**src/rtl/bcd_count_ctrl.sv**
```systemverilog
// Command sequencer for a bank of cascaded decade counters: LOAD / RUN / STOP over valid/ready.
// Optional feature macro: BCD_CTRL_PAUSE_EN (adds the pause input that freezes RUN ticks).
module bcd_count_ctrl #(
    parameter int DIGITS = 4,
    parameter int RUN_W  = 16
) (
    input  logic                CLK,
    input  logic                MR,
    input  logic                cmd_valid,
    output logic                cmd_ready,
    input  logic [1:0]          cmd_op,
    input  logic [4*DIGITS-1:0] cmd_data,
`ifdef BCD_CTRL_PAUSE_EN
    input  logic                pause,
`endif
    input  logic [4*DIGITS-1:0] Q,
    output logic [4*DIGITS-1:0] P,
    output logic [DIGITS-1:0]   Load,
    output logic [DIGITS-1:0]   Enable,
    output logic                busy,
    output logic                done,
    output logic                err,
    output logic                wrap
);

    typedef enum logic [1:0] {ST_IDLE, ST_LD, ST_RUN} state_t;

    localparam logic [1:0] OP_LOAD = 2'b01;
    localparam logic [1:0] OP_RUN  = 2'b10;
    localparam logic [1:0] OP_STOP = 2'b11;

    state_t              r_state, w_state_nxt;
    logic [RUN_W-1:0]    r_remaining, w_remaining_nxt;
    logic [4*DIGITS-1:0] r_p, w_p_nxt;
    logic                r_done, w_done_nxt;
    logic                r_err, w_err_nxt;
    logic                r_wrap, w_wrap_nxt;

    logic                w_pause;
    logic                w_tick;
    logic                w_accept;
    logic                w_bcd_ok;
    logic                w_all9;
    logic [RUN_W-1:0]    w_count;

`ifdef BCD_CTRL_PAUSE_EN
    assign w_pause = pause;
`else
    assign w_pause = 1'b0;
`endif

    assign cmd_ready = (r_state != ST_LD);
    assign w_accept  = cmd_valid && cmd_ready;
    assign w_tick    = (r_state == ST_RUN) && !w_pause;
    assign w_count   = cmd_data[RUN_W-1:0];

    // Carry chain: digit i counts only when every lower digit currently reads 9.
    always_comb begin
        logic w_carry;
        w_carry = w_tick;
        w_all9  = 1'b1;
        w_bcd_ok = 1'b1;
        Enable  = '0;
        for (int i = 0; i < DIGITS; i++) begin
            Enable[i] = w_carry;
            w_carry   = w_carry && (Q[4*i +: 4] == 4'd9);
            w_all9    = w_all9 && (Q[4*i +: 4] == 4'd9);
            w_bcd_ok  = w_bcd_ok && (cmd_data[4*i +: 4] <= 4'd9);
        end
    end

    // NOTE: every signal assigned in this block gets a default first, so no path can infer a latch.
    always_comb begin
        w_state_nxt     = r_state;
        w_remaining_nxt = r_remaining;
        w_p_nxt         = r_p;
        w_done_nxt      = 1'b0;
        w_err_nxt       = 1'b0;
        w_wrap_nxt      = w_tick && w_all9;

        unique case (r_state)
            ST_IDLE: begin
                if (w_accept) begin
                    if (cmd_op == OP_LOAD) begin
                        if (w_bcd_ok) begin
                            w_p_nxt     = cmd_data;
                            w_state_nxt = ST_LD;
                        end else begin
                            w_err_nxt = 1'b1;
                        end
                    end else if (cmd_op == OP_RUN) begin
                        if (w_count == '0) begin
                            w_done_nxt = 1'b1;
                        end else begin
                            w_remaining_nxt = w_count;
                            w_state_nxt     = ST_RUN;
                        end
                    end
                end
            end
            ST_LD: begin
                w_state_nxt = ST_IDLE;
                w_done_nxt  = 1'b1;
            end
            ST_RUN: begin
                if (w_tick) begin
                    w_remaining_nxt = r_remaining - RUN_W'(1);
                    if (r_remaining == RUN_W'(1)) begin
                        w_state_nxt = ST_IDLE;
                        w_done_nxt  = 1'b1;
                    end
                end
                // A STOP still lets the acceptance cycle count as a tick (handled above).
                if (w_accept) begin
                    if (cmd_op == OP_STOP) begin
                        w_state_nxt     = ST_IDLE;
                        w_done_nxt      = 1'b1;
                        w_remaining_nxt = '0;
                    end else if (cmd_op == OP_LOAD || cmd_op == OP_RUN) begin
                        w_err_nxt = 1'b1;
                    end
                end
            end
            default: w_state_nxt = ST_IDLE;
        endcase
    end

    // NOTE: sequential state uses non-blocking assignments so all registers update together at the edge.
    always_ff @(posedge CLK) begin
        if (MR) begin
            r_state     <= ST_IDLE;
            r_remaining <= '0;
            r_p         <= '0;
            r_done      <= 1'b0;
            r_err       <= 1'b0;
            r_wrap      <= 1'b0;
        end else begin
            r_state     <= w_state_nxt;
            r_remaining <= w_remaining_nxt;
            r_p         <= w_p_nxt;
            r_done      <= w_done_nxt;
            r_err       <= w_err_nxt;
            r_wrap      <= w_wrap_nxt;
        end
    end

    assign P    = r_p;
    assign Load = {DIGITS{r_state == ST_LD}};
    assign busy = (r_state != ST_IDLE);
    assign done = r_done;
    assign err  = r_err;
    assign wrap = r_wrap;

endmodule

```
**config.mk**
```make
export PLATFORM = sky130hd
export DESIGN_NAME = bcd_count_ctrl
export DESIGN_NICKNAME = d
export VERILOG_FILES = /design/src/rtl/bcd_count_ctrl.sv
export SDC_FILE = /design/constraint.sdc
export NUM_CORES = 1
export LEC_CHECK = 0
export ABC_CLOCK_PERIOD_IN_PS = 1820
export CAP_MARGIN = 20
export CORE_MARGIN = 2
export CORE_UTILIZATION = 42
export DETAILED_ROUTE_END_ITERATION = 10
export PLACE_DENSITY_LB_ADDON = 0.3
export SLEW_MARGIN = 10
export SYNTH_ARGS = -nofsm -noshare
export SYNTH_HDL_FRONTEND = slang
export SYNTH_SLANG_ARGS = --single-unit
```
**constraint.sdc**
```tcl
create_clock -name CLK -period 1.82 [get_ports CLK]
set_input_delay 0.364 -clock CLK [delete_from_list [all_inputs] [get_ports CLK]]
set_output_delay 0.364 -clock CLK [all_outputs]
set_load 0.01 [all_outputs]
```
# Word level (Yosys, flattened, before mapping)
# Cells that the tools add are included.
[totals]
ram_bits = 0
memories = 0
word_cells = 79
latch_bits = 0
inputBits = 37
rom_bits = 0
reg_bits = 37
out_inout_bits = 29
[classes]
shifts = 0
bitwise = 0
n_addsub = 1
reduce_logical = 19
n_mux = 31
div_mod_pow = 0
n_mul = 0
n_lt_le_gt_ge = 4
eq_ne = 18
[op_table]
columns = ["op", "count"]
rows = [
  ["$mux 16", 6],
  ["$pmux 16 s2", 1],
  ["$eq 16x1->1 const B", 1],
  ["$eq 4x4->1 const B", 4],
  ["$le 4x4->1 const B", 4],
  ["$logic_not 16->1", 1],
  ["$mux 2", 8],
  ["$sub 16x1->16 const B", 1],
  ["$mux 1", 13],
  ["$logic_and 1x1->1", 11],
  ["$ne 3x3->1 const B", 3],
  ["$ne 2x2->1 const B", 4],
  ["$reduce_and 4->1", 2],
  ["$eq 2x2->1 const B", 3],
  ["$reduce_and 5->1", 1],
  ["$eq 2x1->1 const B", 2],
  ["$pmux 2 s2", 1],
  ["$reduce_bool 2->1", 2],
  ["$pmux 1 s3", 1],
  ["$logic_not 2->1", 1],
  ["$ne 2x1->1 const B", 1],
  ["$pmux 1 s2", 1],
  ["$logic_or 1x1->1", 1],
]

# Logic depth before layout (Yosys ltp)
[depth]
word_depth = 8
depth_mapped = 7
mapped_depth_nobuf = 6

# Least setup slack after synthesis
# No wires, ideal clock.
[synth_path]
path_type = "register to register"
from = "register r_remaining[2]"
to = "register r_remaining[15]"
t_required_ns = 1.742
setup_ns = 0.078
slack_ns = -0.118
path_stages_with_launch = 7
synth_period_minus_slack_ns = 1.938
arrival_time_ns = 1.860
cell_sequence = "dfxtp_1 > or4_4 > buf_6 > or3_1 > mux2i_1 > o2111a_1 > nor3_1"
[synth_via]
elab_chain_len = 4
[synth_lines]
columns = ["element", "line_no", "text"]
rows = [
  ["start, declared", "33", "logic [RUN_W-1:0] r_remaining, w_remaining_nxt;"],
  ["start signal, assigned", "139", "r_remaining <= w_remaining_nxt;"],
  ["$sub 16x1->16 *", "107", "w_remaining_nxt = r_remaining - RUN_W'(1);"],
  ["$mux 16", "115", "if (cmd_op == OP_STOP) begin"],
  ["$mux 16 *", "114", "if (w_accept) begin"],
  ["$pmux 16 s2 *", "81", "unique case (r_state)"],
]
# Every way passes the cells marked *; elsewhere a longest branch is shown, timed or not.
# A chain may end at the register's enable or synchronous reset.

# Worst setup path in the final report
[layout_path]
from = "register r_remaining[11]"
to = "register r_state[1]"
[layout_via]
elab_chain_len = 5
[layout_lines]
columns = ["element", "line_no", "text"]
rows = [
  ["$eq 16x1->1 *", "108", "if (r_remaining == RUN_W'(1)) begin"],
  ["$mux 2 *", "108", ""],
  ["$mux 2", "115", ""],
  ["$mux 2 *", "114", ""],
  ["$pmux 2 s2 *", "81", ""],
  ["end signal, assigned", "138", "r_state <= w_state_nxt;"],
  ["end, declared", "32", "state_t r_state, w_state_nxt;"],
]
# Marks and branches as above.

==> results.toml <==
[critical_path]
critPathBufInv = 2
cp_top_family = "simple AND/OR/NAND/NOR gates"
slowest_stage = "or4_4"
cp_slowest_stage_delay_ns = 0.59
worst_path_most_repeated_cell = "buf_4"
path_class = "flip-flop to flip-flop"
critPathMaxFanout = 4
start_kind = "flip-flop"
crit_required_ns = 2.01
cp_cell_sequence = "or4_4 -> nor4_4 -> nand3b_1 -> buf_4 -> buf_4 -> a2bb2oi_1 -> nor2_1"
end_kind = "flip-flop"
worstPathArrival_ns = 2.14

[sta]
fin_worst_skew_ns = 0.0112
min_period_ns = 1.95
hold_viol = 0
drv_slew = 0
grt_setup_unrepaired = "true"
finalCritPeriodShare = 1.07
tightest_slew_ns = 0.357
worst_slack_ns = -0.127
relSlewSlack = 0.762
fmax_ghz = 0.514
setup_viol = 6

[detailed_routing]
ant_nets = 0
top_layer_used = "met4"
drt_iter0_drc = 191
routed_wl_um = 7640
m1WireLength_um = 3040
viasPerCell = 5.72
dr_wl_met3_um = 612
firstDrtPassIters = 5
via_count = 2484
routedWlPerCell_um = 17.6
drc_errors = 0
wl_met2_um = 3720

[cts]
worstSkewPairLatency_ns = 0.30
clk_pin_slew_ns = 0.08
cts_buffer_depth = 2
numCtsBuffers = 5
cts.sinks = 37
htree_levels = 2
cts_tree = "yes"
cts.root.buffer_cell = "clkbuf_8"

[logic_synthesis]
synthCells = 246
muxShareOfSynthArea = 0.0890
yosysMostFrequentCell = "nor2_1"
synth.avg_cell_area_um2 = 8.29
syn_area_um2 = 2040
synth.top_cell.area_share = 0.363
ys_ff_latch = 37
yosysTopAreaCell = "dfxtp_1"
synth-compound-area-share = 0.178
synth-simple-area-share = 0.266
asyncSetResetFlopFracSynth = 0
ys_warn_count = 0
synth_edf_count = 0
yosysSeqAreaShare = 0.363
synth_xor_area_frac = 0.0172
synth-adder-area-share = 0.0307
synth_top_family_by_area = "simple AND/OR/NAND/NOR gates"
synth_common_cells = "nor2_1 (39), dfxtp_1 (37), nand2_1 (19)"
synthFlopType = "dfxtp_1"
synthTopCellsByArea = "dfxtp_1 (36%), mux2i_1 (8.3%), nor2_1 (7.2%)"
synth_nets = 288
synth_cell_type_count = 49

[finish]
final_cell_count_no_fill = 434
fillerInstances = 323
nNetsFinal = 421
final_cell_area_um2 = 3650
diodes = 0
syn2layout_area_growth_pct = 78.9
drive_gt1_frac = 0.337

[pwr]
leakage_nw = 1.54
power_density_nw_per_um2 = 711
vdd_drop_max_v = 0.000494

[die]
fp.dieW_um = 73.7
dieHeight_um = 73.7
io_pins = 66
std_cell_rows = 25
die_area_um2 = 5430
fp.coreArea_um2 = 4690
start_util = 0.434

[place]
dp_hpwl_um = 4600
gp_congestion = 0.946
placed_cell_area_um2 = 3150
io_buffers = 65
place_ws_ns = -0.852
placed_cells = 406

[global_route]
grt_max_degree = 31
antenna_found_initial = 0
grt_use_total = 0.252
grt_overflow = 0
grt_pass1_vias = 2302
grt_pass1_wl_um = 10400

[flow_run]
cap_violations = 0

[outcome]
violations = "setup timing"
status = "finished, violations left"

[min_path]
hold_path_class = "flip-flop to flip-flop"
[power by group]
group / internal (mW) / leakage [nW] / switching [mW]
registers: 0.851 / 0.302 / 0.0252
logic: 0.497 / 1.18 / 0.485
clock network: 0.410 / 0.0543 / 0.326
[kinds of logic (layout without fill, tap and decap cells)]
group / count (synthesis) / after routing
XOR/XNOR: 4 / 4
multiplexers: 18 / 18
adder cells (fa/ha/maj): 5 / 5
buffers and inverters: 24 / 158
flip-flops: 37 / 37
AND/OR/NAND/NOR: 105 / 105
AO/OA/AOI/OAI: 53 / 53
[path summary, 6_finish.rpt]
path | from | end | slack [ns] | cells after the start
worst min register to register | r_remaining[11] | r_remaining[11] | 0.49 | 2
worst max register to register | r_remaining[11] | r_state[1] | -0.13 | 7
worst min-delay path | r_remaining[11] | r_remaining[11] | 0.49 | 2
worst max-delay path | r_remaining[11] | r_state[1] | -0.13 | 7
[routing by layer]
metal	vias up	global-route usage
li1	1159	-
met1	1163	0.289
met2	140	0.435
met3	22	0.0604
met4	0	0.121
met5	-	0
[stage by stage]
step / utilization / hold slack, ns / power, mW / TNS, ns
5_1_grt: 0.777 / 0.509 / 2.69 / -0.978
4_1_cts: 0.723 / 0.481 / 2.42 / -0.187
6_report: 0.777 / 0.490 / 2.59 / -0.398
3_5_place_dp: 0.672 / 0.469 / 1.63 / -18.29
3_3_place_gp: 0.672 / 0.462 / 1.62 / -17.63
2_1_floorplan: - / 0.441 / 1.29 / -0.0350
[sequential cells by signal, summed over array words and instances, names as in the netlist]
register,count
done,1
r_remaining,16
P,16
r_state,2
wrap,1
err,1
[placed cells by master, fill, tap and decap left out, types with 4 or more instances in the layout]
master	synthesis	routed
a21oi_1	12	11
a221oi_2	1	4
buf_12	0	4
buf_4	4	66
buf_6	1	7
clkbuf_8	0	5
clkdlybuf4s50_1	0	29
dfxtp_1	37	34
dlygate4sd2_1	0	28
inv_1	8	7
mux2i_1	17	17
nand2_1	19	18
nand3b_1	4	4
nor2_1	39	37
nor3_1	12	9
o21ai_0	15	9
o21ai_1	0	6
[repair_timing]
action,in CTS,in global routing
gates resized for setup,65,33
setup buffers,9,11
pin swaps,13,17
endpoints found under the setup margin,28,21
cloned,0,1
hold buffers,0,0
[worst reg2reg max path: cells and delay by family, from the launching register on]
kind | cells | cell delay (ns)
simple gates | 4 | 1.13
flops | 1 | 0.31
compound gates | 1 | 0.11
buf+inv | 2 | 0.29
[cell type report]
cell class,instances,area (µm²),area share
multi-input cells,185,1400,0.383
repair buffers,142,1290,0.354
clock buffers,5,68.8,0.0189
inverters,8,30.0,0.00824
flip-flops and latches,37,744,0.204
well taps,54,67.6,0.0185
clock inverters,3,46.3,0.0127
Power figures use the tool's default switching activity.
